$ cat src/rtl/rf_scoreboard.sv
// Decode-stage integer register file with write-back bypass and a busy
// scoreboard that holds issue on RAW/WAW hazards against in-flight writers.
module rf_scoreboard #(
  parameter int unsigned ADDR_WIDTH = 5,
  parameter int unsigned DATA_WIDTH = 32,
  parameter int unsigned NUM_RD     = 2,
  parameter int unsigned CNT_WIDTH  = 16
) (
  input  logic                             clk,
  input  logic                             rst,
  input  logic                             iss_valid,
  output logic                             iss_ready,
  input  logic [NUM_RD*ADDR_WIDTH-1:0]     rs_addr,
  input  logic [NUM_RD-1:0]                rs_used,
  output logic [NUM_RD*DATA_WIDTH-1:0]     rs_data,
  input  logic [ADDR_WIDTH-1:0]            rd_addr,
  input  logic                             rd_wen,
  input  logic                             wb_valid,
  input  logic [ADDR_WIDTH-1:0]            wb_addr,
  input  logic [DATA_WIDTH-1:0]            wb_data,
  input  logic                             flush,
  output logic [(1<<ADDR_WIDTH)-1:0]       busy_vec,
  output logic [CNT_WIDTH-1:0]             stall_cnt
);

  localparam int unsigned DEPTH = 1 << ADDR_WIDTH;

  logic [DATA_WIDTH-1:0] r_rf [DEPTH];
  logic [DEPTH-1:0]      r_busy;
  logic [CNT_WIDTH-1:0]  r_stall_cnt;

  logic [NUM_RD-1:0]     w_src_haz;
  logic                  w_rd_nz;
  logic                  w_wb_nz;
  logic                  w_waw;
  logic                  w_ready;
  logic                  w_fire;
  logic                  w_stall;
  logic                  w_cnt_sat;
  logic [DEPTH-1:0]      w_busy_nxt;

  // Per-lane read mux (x0, then bypass, then array) and RAW hazard detect
  for (genvar g = 0; g < NUM_RD; g++) begin : g_rd
    logic [ADDR_WIDTH-1:0] w_addr;
    logic                  w_nz;
    logic                  w_byp;

    assign w_addr = rs_addr[g*ADDR_WIDTH +: ADDR_WIDTH];
    assign w_nz   = (w_addr != '0);
    assign w_byp  = wb_valid && (wb_addr == w_addr);

    assign rs_data[g*DATA_WIDTH +: DATA_WIDTH] =
      !w_nz ? '0 : (w_byp ? wb_data : r_rf[w_addr]);

    // A same-cycle write-back to the source resolves the hazard via bypass
    assign w_src_haz[g] = rs_used[g] && w_nz && r_busy[w_addr] && !w_byp;
  end

  assign w_rd_nz = (rd_addr != '0);
  assign w_wb_nz = (wb_addr != '0);

  // WAW: a second writer may not issue until the outstanding one retires
  assign w_waw   = rd_wen && w_rd_nz && r_busy[rd_addr] &&
                   !(wb_valid && (wb_addr == rd_addr));

  assign w_ready   = !flush && !(|w_src_haz) && !w_waw;
  assign w_fire    = iss_valid && w_ready;
  assign w_stall   = iss_valid && !w_ready;
  assign w_cnt_sat = (r_stall_cnt == {CNT_WIDTH{1'b1}});

  // Next scoreboard state: flush wins, then write-back clear, then issue set
  always_comb begin
    w_busy_nxt = r_busy;
    if (flush) begin
      w_busy_nxt = '0;
    end else begin
      if (wb_valid) begin
        w_busy_nxt[wb_addr] = 1'b0;
      end
      if (w_fire && rd_wen) begin
        w_busy_nxt[rd_addr] = 1'b1;
      end
    end
    w_busy_nxt[0] = 1'b0;
  end

  // Register array: synchronous clear, write-back commits data for any non-x0 index
  always_ff @(posedge clk) begin
    if (!rst) begin
      for (int unsigned i = 0; i < DEPTH; i++) begin
        r_rf[i] <= '0;
      end
    end else if (wb_valid && w_wb_nz) begin
      r_rf[wb_addr] <= wb_data;
    end
  end

  // Scoreboard and saturating stall counter
  always_ff @(posedge clk) begin
    if (!rst) begin
      r_busy      <= '0;
      r_stall_cnt <= '0;
    end else begin
      r_busy <= w_busy_nxt;
      if (w_stall && !w_cnt_sat) begin
        r_stall_cnt <= r_stall_cnt + CNT_WIDTH'(1);
      end
    end
  end

  assign iss_ready = w_ready;
  assign busy_vec  = r_busy;
  assign stall_cnt = r_stall_cnt;

endmodule

$ cat config.mk
export PLATFORM = sky130hd
export DESIGN_NAME = rf_scoreboard
export DESIGN_NICKNAME = d
export VERILOG_FILES = /design/src/rtl/rf_scoreboard.sv
export SDC_FILE = /design/constraint.sdc
export NUM_CORES = 2
export LEC_CHECK = 0
export BUFFER_PORTS_ARGS = -buffer_cell sky130_fd_sc_hd__buf_2
export CORE_MARGIN = 2
export CORE_UTILIZATION = 60
export DETAILED_ROUTE_END_ITERATION = 12
export PLACE_DENSITY = 0.79
export SETUP_SLACK_MARGIN = 0.5
export SYNTH_ARGS = -nofsm -noshare
export SYNTH_HDL_FRONTEND = slang
export SYNTH_SLANG_ARGS = --single-unit
$ cat constraint.sdc
create_clock -name clk -period 6.5 [get_ports clk]
set_input_delay 1.3 -clock clk [delete_from_list [all_inputs] [get_ports clk]]
set_output_delay 1.3 -clock clk [all_outputs]
set_load 0.05 [all_outputs]
==> summary.txt <==
Run status
  • Outcome: finished clean

Power
  • Pwr Density: 259 mW/mm2
  • Leak Pwr: 22.1 nW
  • Worst vdd ir: 0.241 mV

Synth
  • Register area share after synthesis: 54.6%
  • Post-Syn Area: 0.0580 mm2
  • Library cells used by synthesis: 61
  • #FFs+latches synth: 1071
  • Top post-synthesis cells by area: edfxtp_1 53%, mux4_2 22%, and2_1 11%
  • Post-synth EDFFs: 1024
  • Top FF cell, synth: edfxtp_1
  • Yosys warns: 0
  • Top-area cell type share of the netlist area: 53.0%
  • Avg Synthesized Cell Area: 15.0 um2
  • Post-Syn Instances: 3873
  • Largest area contributor in the netlist: edfxtp_1
  • Async set or reset register ratio after synthesis: 0%

Cells and area
  • Area Overhead vs Synth: 10.8%
  • Area occupied by multi-input gates: 0.0253 mm2
  • Nets@finish: 3955
  • FILL cells: 6470
  • Final Non-Filler Cells: 5268
  • Most frequent cells in the layout: 1024 x edfxtp_1, 994 x and2_1, 563 x mux4_2, 162 x buf_2, 160 x mux2i_1
  • FF+latch area: 0.0317 mm2
  • Most common cell after layout, fill and taps aside: edfxtp_1
  • Layout cells sized above 1: 28.3%

Clock tree
  • # clock sinks: 1071
  • TritonCTS clock tree: yes
  • CTS Root Cell: clkbuf_16
  • Clock Pin Slew Worst Setup and Hold Paths: 0.06 ns
  • H-tree depth: 3
  • CTS buffer count: 109
  • Clock latency on the worst-skew pair: 0.68 ns
  • Number of resized instances in the post-cts repair step: 0
  • Max Root-Sink Buffers: 3
  • # Post-CTS Setup Buffers: 0
  • Hold-fix buffers, CTS: 0

Setup path
  • Req. time, crit path: 5.20 ns
  • CP max stage cell: a221oi_1
  • Largest stage delay on the critical path: 0.58 ns
  • WP data arrival: 4.57 ns
  • Cell family contributing the most delay on the critical path: buffers and inverters
  • Max Fanout on Critical Path: 38
  • Worst setup EP type: output port
  • Startpoint Class: primary input
  • Cell mode on critical path: buf_4
  • WS Path Type: in -> out
  • Critical path, cell by cell: buf_8 > buf_4 > mux4_2 > mux2_2 > a221oi_1 > buf_4 > a211oi_1 > a21oi_1 > nor2_1 > buf_2
  • Buf+Inv Stages, Crit Path: 4

Global route
  • Gr usage total: 37.7%
  • Global route overflow: 0
  • First-pass GRT wire length: 265000 um
  • Pin count of the biggest net entering global routing: 86
  • Vias in the first global route: 38.6k
  • Antenna violations before repair: 8

Timing
  • Clock skew: 0.00888 ns
  • Final setup viols: 0
  • Max Freq: 170 MHz
  • RSZ-0062 raised after global routing: no
  • Worst Tran Pin Value: 1.35 ns
  • Final-report max-slew violation count: 0
  • Relative slew margins: 9.97%
  • Post-Route Setup TNS: 0 ns
  • Minimum clock period: 5.87 ns
  • Final hold viol count: 0
  • Fin crit share: 90.3%

Floorplanning
  • Die height: 315 um
  • Initial Util: 60.2%
  • Rows: 114
  • IO Pins: 173
  • Die area: 0.0992 mm2
  • Placeable Area: 0.0963 mm2
  • Die X: 315 um

Detailed routing
  • Initial detailed-routing violation count: 6425
  • Drt wl/cell: 34.9 um
  • Via Count: 38.5k
  • First-pass DRT Iterations: 6
  • Via density: 7.31
  • Detail Route Antenna Nets: 0
  • DRC viols: 0
  • Drt total wl: 184000 um

Placed design
  • Routability cong.: 0.996
  • IO Port Bufs: 171
  • DP HPWL: 107000 um
  • Placed insts: 5059

Worst hold path
  • Worst Hold Class: reg -> reg

Flow run
  • Max_cap viols: 0
==> synthesized netlist by cell type (35+ instances only) <==
cell type  instances
edfxtp_1        1024
and2_1           994
mux4_2           563
clkbuf_1         336
mux2i_1          160
nor2_1           147
a211oi_1          67
buf_2             60
o21ai_0           54
nand2_1           49
dfxtp_1           47
o211ai_1          44
a21oi_1           35
==> routing by layer <==
metal	global-route usage, %	up-vias	wire (um)
met5	0	-	17
met4	21.1	2	12200
met3	10.0	704	27000
met2	57.6	3624	84000
met1	49.5	19100	60500
li1	-	15000	-
==> cell families after synthesis <==
| family | synth area share, % |
|---|---|
| AOI/OAI and AO/OA | 3.83 |
| xor gates and xnor gates | 0.227 |
| adders and majority gates | 0.0216 |
| buffers and inverters | 3.02 |
| DFF | 54.6 |
| muxes | 25.0 |
| other | 0.00647 |
| and+or+nand+nor | 13.2 |
==> area by class of cell <==
| cell class | count | share of cell area, % |
|---|---|---|
| antenna | 6 | 0.0234 |
| multi-input combinational | 2407 | 39.4 |
| clock inverter | 65 | 0.732 |
| sequential | 1071 | 49.3 |
| tap | 1276 | 2.49 |
| inverter | 4 | 0.0273 |
| clock buffer | 138 | 4.61 |
| timing repair buffer | 301 | 3.39 |
==> where the power goes <==
| part | internal (mW) | switching [mW] |
|---|---|---|
| clock network | 3.44 | 2.69 |
| logic | 0.921 | 1.49 |
| registers | 7.92 | 0.196 |
==> metrics by stage <==
stage / utilization [%] / area [um2] / total power [mW] / hold slack, ns / setup slack (ns)
6_report: 66.7 / 64200 / 16.7 / 0.474 / 0.633
3_5_place_dp: 63.1 / 60800 / 10.6 / 0.472 / 0.674
3_3_place_gp: 63.1 / 60800 / 10.5 / 0.455 / 0.685
2_1_floorplan: - / 58100 / 9.75 / 0.683 / 1.04
5_1_grt: 66.7 / 64200 / 17.0 / 0.490 / 0.590
4_1_cts: 66.7 / 64200 / 16.6 / 0.480 / 0.691
==> flip-flops by register name, summed over array words and instances, names as in the netlist <==
signal and flops:
r_rf 1024, busy_vec 31, stall_cnt 16
==> worst paths after layout <==
kind	startpoint	end	slack, ns	cells after the start
max	rs_addr[0]	rs_data[14]	0.63	10
min	stall_cnt[9]	stall_cnt[9]	0.47	2
min reg2reg	stall_cnt[9]	stall_cnt[9]	0.47	2
max reg2reg	busy_vec[13]	busy_vec[25]	3.29	8
==> worst min-delay path, delay by kind of cell (launching register included) <==
family	cells	cell delay, ns
AND/OR/NAND/NOR	1	0.05
multiplexers	1	0.05
flip-flops	1	0.32
(Power assumes the default switching activity.)
